## src/rtl/bcd_addsub_seq.sv

```systemverilog
// Sequential packed-BCD adder/subtractor: one digit per clock, least significant digit first.
// Optional invalid-digit detection is enabled by defining BCD_ADDSUB_INVALID_DIGIT_EN;
// without it o_err is tied to 0.
module bcd_addsub_seq #(
    parameter int unsigned NUM_DIGITS = 8
) (
    input  logic                    i_clk,
    input  logic                    i_rst,
    input  logic                    i_start,
    input  logic                    i_mode,
    input  logic [NUM_DIGITS*4-1:0] i_num_a,
    input  logic [NUM_DIGITS*4-1:0] i_num_b,
    input  logic                    i_carry,
    output logic [NUM_DIGITS*4-1:0] o_num,
    output logic                    o_carry,
    output logic                    o_busy,
    output logic                    o_done,
    output logic                    o_err
);

    localparam int unsigned W    = NUM_DIGITS * 4;
    localparam int unsigned IdxW = (NUM_DIGITS > 1) ? $clog2(NUM_DIGITS) : 1;
    localparam logic [IdxW-1:0] LastIdx = IdxW'(NUM_DIGITS - 1);

    typedef enum logic [1:0] {StIdle, StRun, StDone} state_e;

    state_e          state_q, state_d;
    logic [IdxW-1:0] idx_q, idx_d;
    logic [W-1:0]    a_q, a_d, b_q, b_d;
    logic [W-1:0]    res_q, res_d, num_q, num_d;
    logic            mode_q, mode_d, carry_q, carry_d, ocarry_q, ocarry_d;

    logic [3:0] a_dig, b_dig, b_op, sum_dig;
    logic [4:0] raw, raw_adj;
    logic       dig_carry;
    logic       finish;

    // One BCD digit step on the digit selected by idx_q
    always_comb begin
        a_dig     = a_q[4*idx_q +: 4];
        b_dig     = b_q[4*idx_q +: 4];
        // Subtraction adds the nines' complement of B
        b_op      = mode_q ? (4'd9 - b_dig) : b_dig;
        raw       = {1'b0, a_dig} + {1'b0, b_op} + {4'b0000, carry_q};
        raw_adj   = raw + 5'd6;
        dig_carry = (raw > 5'd9);
        sum_dig   = dig_carry ? raw_adj[3:0] : raw[3:0];
    end

    assign finish = (state_q == StRun) && (idx_q == LastIdx);

    // Next-state logic: accept, step through digits, publish result on completion
    always_comb begin
        state_d  = state_q;
        idx_d    = idx_q;
        a_d      = a_q;
        b_d      = b_q;
        mode_d   = mode_q;
        carry_d  = carry_q;
        res_d    = res_q;
        num_d    = num_q;
        ocarry_d = ocarry_q;
        unique case (state_q)
            StIdle, StDone: begin
                if (i_start) begin
                    state_d = StRun;
                    idx_d   = '0;
                    a_d     = i_num_a;
                    b_d     = i_num_b;
                    mode_d  = i_mode;
                    // Borrow-in maps to an inverted initial carry for ten's complement
                    carry_d = i_mode ? ~i_carry : i_carry;
                    res_d   = '0;
                end else begin
                    state_d = StIdle;
                end
            end
            StRun: begin
                res_d[4*idx_q +: 4] = sum_dig;
                carry_d             = dig_carry;
                if (finish) begin
                    state_d  = StDone;
                    num_d    = res_d;
                    ocarry_d = mode_q ? ~dig_carry : dig_carry;
                end else begin
                    idx_d = idx_q + 1'b1;
                end
            end
            default: state_d = StIdle;
        endcase
    end

    // State and datapath registers
    always_ff @(posedge i_clk or posedge i_rst) begin
        if (i_rst) begin
            state_q  <= StIdle;
            idx_q    <= '0;
            a_q      <= '0;
            b_q      <= '0;
            mode_q   <= 1'b0;
            carry_q  <= 1'b0;
            res_q    <= '0;
            num_q    <= '0;
            ocarry_q <= 1'b0;
        end else begin
            state_q  <= state_d;
            idx_q    <= idx_d;
            a_q      <= a_d;
            b_q      <= b_d;
            mode_q   <= mode_d;
            carry_q  <= carry_d;
            res_q    <= res_d;
            num_q    <= num_d;
            ocarry_q <= ocarry_d;
        end
    end

`ifdef BCD_ADDSUB_INVALID_DIGIT_EN
    logic bad_digit;
    logic err_q, err_d;

    // Flag any latched operand digit above 9
    always_comb begin
        bad_digit = 1'b0;
        for (int unsigned i = 0; i < NUM_DIGITS; i++) begin
            if ((a_q[4*i +: 4] > 4'd9) || (b_q[4*i +: 4] > 4'd9)) begin
                bad_digit = 1'b1;
            end
        end
    end

    // Error flag is refreshed only at completion
    always_comb begin
        err_d = err_q;
        if (finish) begin
            err_d = bad_digit;
        end
    end

    // Error flag register
    always_ff @(posedge i_clk or posedge i_rst) begin
        if (i_rst) begin
            err_q <= 1'b0;
        end else begin
            err_q <= err_d;
        end
    end

    assign o_err = err_q;
`else
    assign o_err = 1'b0;
`endif

    assign o_num   = num_q;
    assign o_carry = ocarry_q;
    assign o_busy  = (state_q == StRun);
    assign o_done  = (state_q == StDone);

endmodule

```

## config.mk

```make
export PLATFORM = sky130hd
export DESIGN_NAME = bcd_addsub_seq
export DESIGN_NICKNAME = d
export VERILOG_FILES = /design/src/rtl/bcd_addsub_seq.sv
export SDC_FILE = /design/constraint.sdc
export NUM_CORES = 1
export LEC_CHECK = 0
export BUFFER_PORTS_ARGS = -buffer_cell sky130_fd_sc_hd__buf_4
export CAP_MARGIN = 10
export CORE_ASPECT_RATIO = 0.8
export CORE_MARGIN = 2
export CORE_UTILIZATION = 45
export CTS_CLUSTER_SIZE = 10
export DETAILED_ROUTE_END_ITERATION = 8
export PLACE_DENSITY = 0.66
export SYNTH_ARGS = -nofsm -noshare
export SYNTH_HDL_FRONTEND = slang
export SYNTH_SLANG_ARGS = --single-unit
```

## constraint.sdc

```tcl
create_clock -name i_clk -period 6.9 [get_ports i_clk]
set_clock_uncertainty 0.05 [all_clocks]
set_input_delay 1.035 -clock i_clk [delete_from_list [all_inputs] [get_ports i_clk]]
set_output_delay 1.035 -clock i_clk [all_outputs]
set_load 0.01 [all_outputs]
```

==> flow_metrics.py <==
metrics = {
    "outcome": {
        "status": "finished clean",
    },
    "timing": {
        "holdWs_ns": 0.4163,
        "fmax_mhz": 216.3,
        "rsz0062_at_grt": "false",
        "fin_crit_sh": 0.6700,
        "slew_violations": 0,
        "setup_tns_ns": 0,
        "hold_viol": 0,
        "worstMarginPinSlew_ns": 0.9488,
        "setup_violations": 0,
        "layout_min_cycle_time_ns": 4.623,
        "relSlewSlack": 0.3675,
    },
    "clock_network": {
        "htreeDepth": 4,
        "post_cts_buffers": 0,
        "cts.sinks": 136,
        "cts_root_buffer": "clkbuf_16",
        "clockBufferDepth": 2,
        "cts_tree": "yes",
        "cts_hold_buf": 0,
        "clk_latency_ns": 0.42,
        "cts_resized": 0,
        "numCtsBuffers": 17,
        "cts.clk_slew.worst_paths_ns": 0.06,
    },
    "synthesis": {
        "synth.most_common_cell": "nand2_1",
        "synth-main-ff-cell": "dfrtp_1",
        "synthTopCellsByArea": "dfrtp_1, nand2_1, mux4_2",
        "synthCells": 697,
        "synth_nets": 780,
        "async_flop_share": 1.000,
        "synth-seq-cells": 136,
        "yosysWarnings": 0,
        "synth_edf_count": 0,
        "yosys-top-cells-count": "nand2_1, dfrtp_1, nor2_1, o21ai_1, clkbuf_1",
        "synth_top_cell_area_share": 0.5190,
        "ys_seq_area_frac": 0.5190,
        "syn_area_sq_mm": 0.006558,
        "avgSynthCellArea_sq_um": 9.408,
        "yosys.area.top_type": "dfrtp_1",
        "ys_types": 56,
    },
    "placement": {
        "io_buffers": 103,
        "placed_area_sq_mm": 0.007425,
        "gp_congestion": 0.9085,
        "placed_cells": 952,
        "place_hpwl_um": 11410,
    },
    "setup_path": {
        "crit_required_ns": 7.14,
        "crit_fanout": 18,
        "path_class": "reg2reg",
        "r2r_start": "idx_q[0]",
        "cp-end-kind": "register",
        "crit_arrival_ns": 4.86,
        "start_kind": "register",
        "cp-startpoint": "idx_q[0]",
    },
    "grt": {
        "grt_first_pass_wirelength_um": 27710,
        "grt_usage": 0.2254,
        "grt_max_degree": 74,
        "grt_pass1_vias": 5377,
        "overflow": 0,
        "antenna_found_initial": 0,
    },
    "routing": {
        "wl_per_cell_um": 16.77,
        "wl_um": 16480,
        "first_iter_violations": 565,
        "vias": 5293,
        "drtAntennaViolNets": 0,
        "via_per_inst": 5.385,
        "drcViolationCount": 0,
        "dr.pass1.iters": 5,
    },
    "floorplanning": {
        "fp.dieW_um": 139.0,
        "start_util": 0.4602,
        "row_count": 39,
        "dieArea_sq_mm": 0.01556,
        "die_y_um": 112.0,
        "core-area_sq_mm": 0.01425,
        "pin_count": 105,
    },
    "cells_and_area": {
        "diodes": 0,
        "nets": 870,
        "fill_cells": 1262,
        "instances_no_fill": 983,
        "fin_area_sq_mm": 0.007965,
        "drive_gt1_frac": 0.2303,
        "areaGrowthSynthToFinish_pct": 21.47,
    },
    "job": {
        "max_cap_violations": 0,
    },
    "worst_hold_path": {
        "holdCritPathClass": "reg2reg",
        "holdCritStartpoint": "a_q[30]",
    },
}
[stage by stage]
stage	setup slack, ns	utilization
6_report	2.277	0.5590
5_1_grt	2.011	0.5590
4_1_cts	2.310	0.5590
3_5_place_dp	2.357	0.5211
3_3_place_gp	2.583	0.5211
2_1_floorplan	2.176	-
[registers in the layout, indices dropped and copies added (netlist names)]
register,count
idx_q,3
o_num,32
b_q,32
mode_q,1
state_q,2
carry_q,1
res_q,32
a_q,32
o_carry,1
[final cells by class]
cell class | count | area [sq um] | share of cell area
clock buffer | 20 | 466.7 | 0.05859
clock inverter | 11 | 73.82 | 0.009268
inverter | 15 | 58.81 | 0.007383
multi-input combinational | 508 | 2914 | 0.3658
sequential | 136 | 3403 | 0.4273
tap | 184 | 230.2 | 0.02890
timing repair buffer | 109 | 818.3 | 0.1027
[routing by layer]
metal  track usage  vias to the layer above  share of wire
li1              -                     2509              -
met1        0.3237                     2559           0.46
met3       0.06452                       29          0.071
met2        0.3369                      196           0.45
met5             0                        -              0
met4       0.06465                        0          0.018
[worst max-delay path, stage by stage, from the launching register on]
cell and delay, ns:
dfrtp_1 0.51, buf_4 0.40, mux4_2 0.57, mux2i_1 0.16, xor2_1 0.20, fa_1 0.22
inv_1 0.06, fa_1 0.43, xor2_1 0.27, inv_1 0.11, ha_1 0.26, nand2_1 0.11
o31ai_1 0.15, a21o_2 0.25, mux2i_1 0.13, buf_4 0.24, nand2b_1 0.25, o22ai_1 0.13
[worst paths after layout]
kind | cells past startpoint | slack (ns) | to
max in group asynchronous | 3 | 4.69 | res_q[12]
min in group asynchronous | 2 | 0.73 | b_q[24]
max | 17 | 2.28 | o_num[31]
min | 2 | 0.42 | a_q[30]
min reg2reg | 2 | 0.42 | a_q[30]
max reg2reg | 17 | 2.28 | o_num[31]
[cell usage in the layout (no fill, tap or decap), types with 4 or more instances in the layout]
cell,count
ha_1,12
clkinv_2,5
nor2_1,38
inv_1,11
a31oi_1,7
clkbuf_16,17
a21oi_1,20
a221oi_2,5
mux2i_1,12
nor3_1,4
o21ai_2,7
buf_4,109
nand2_1,274
nand2b_1,4
dfrtp_1,136
and3_1,8
o22ai_1,8
o31ai_1,5
mux4_2,16
o21ai_1,25
o21ai_0,18
[logic make-up after synthesis]
kind of cell / Yosys count / share of synthesized area
AND/OR/NAND/NOR: 349 / 0.2181
AO/OA/AOI/OAI: 110 / 0.1118
other: 1 / 0.0005719
multiplexers: 29 / 0.07670
XOR/XNOR: 5 / 0.006679
flip-flops: 136 / 0.5190
adder cells (fa/ha/maj): 14 / 0.02900
buffers and inverters: 53 / 0.03816
Power is not shown: default switching activity piles up to over one toggle a cycle in this logic, so the estimate is an artifact.
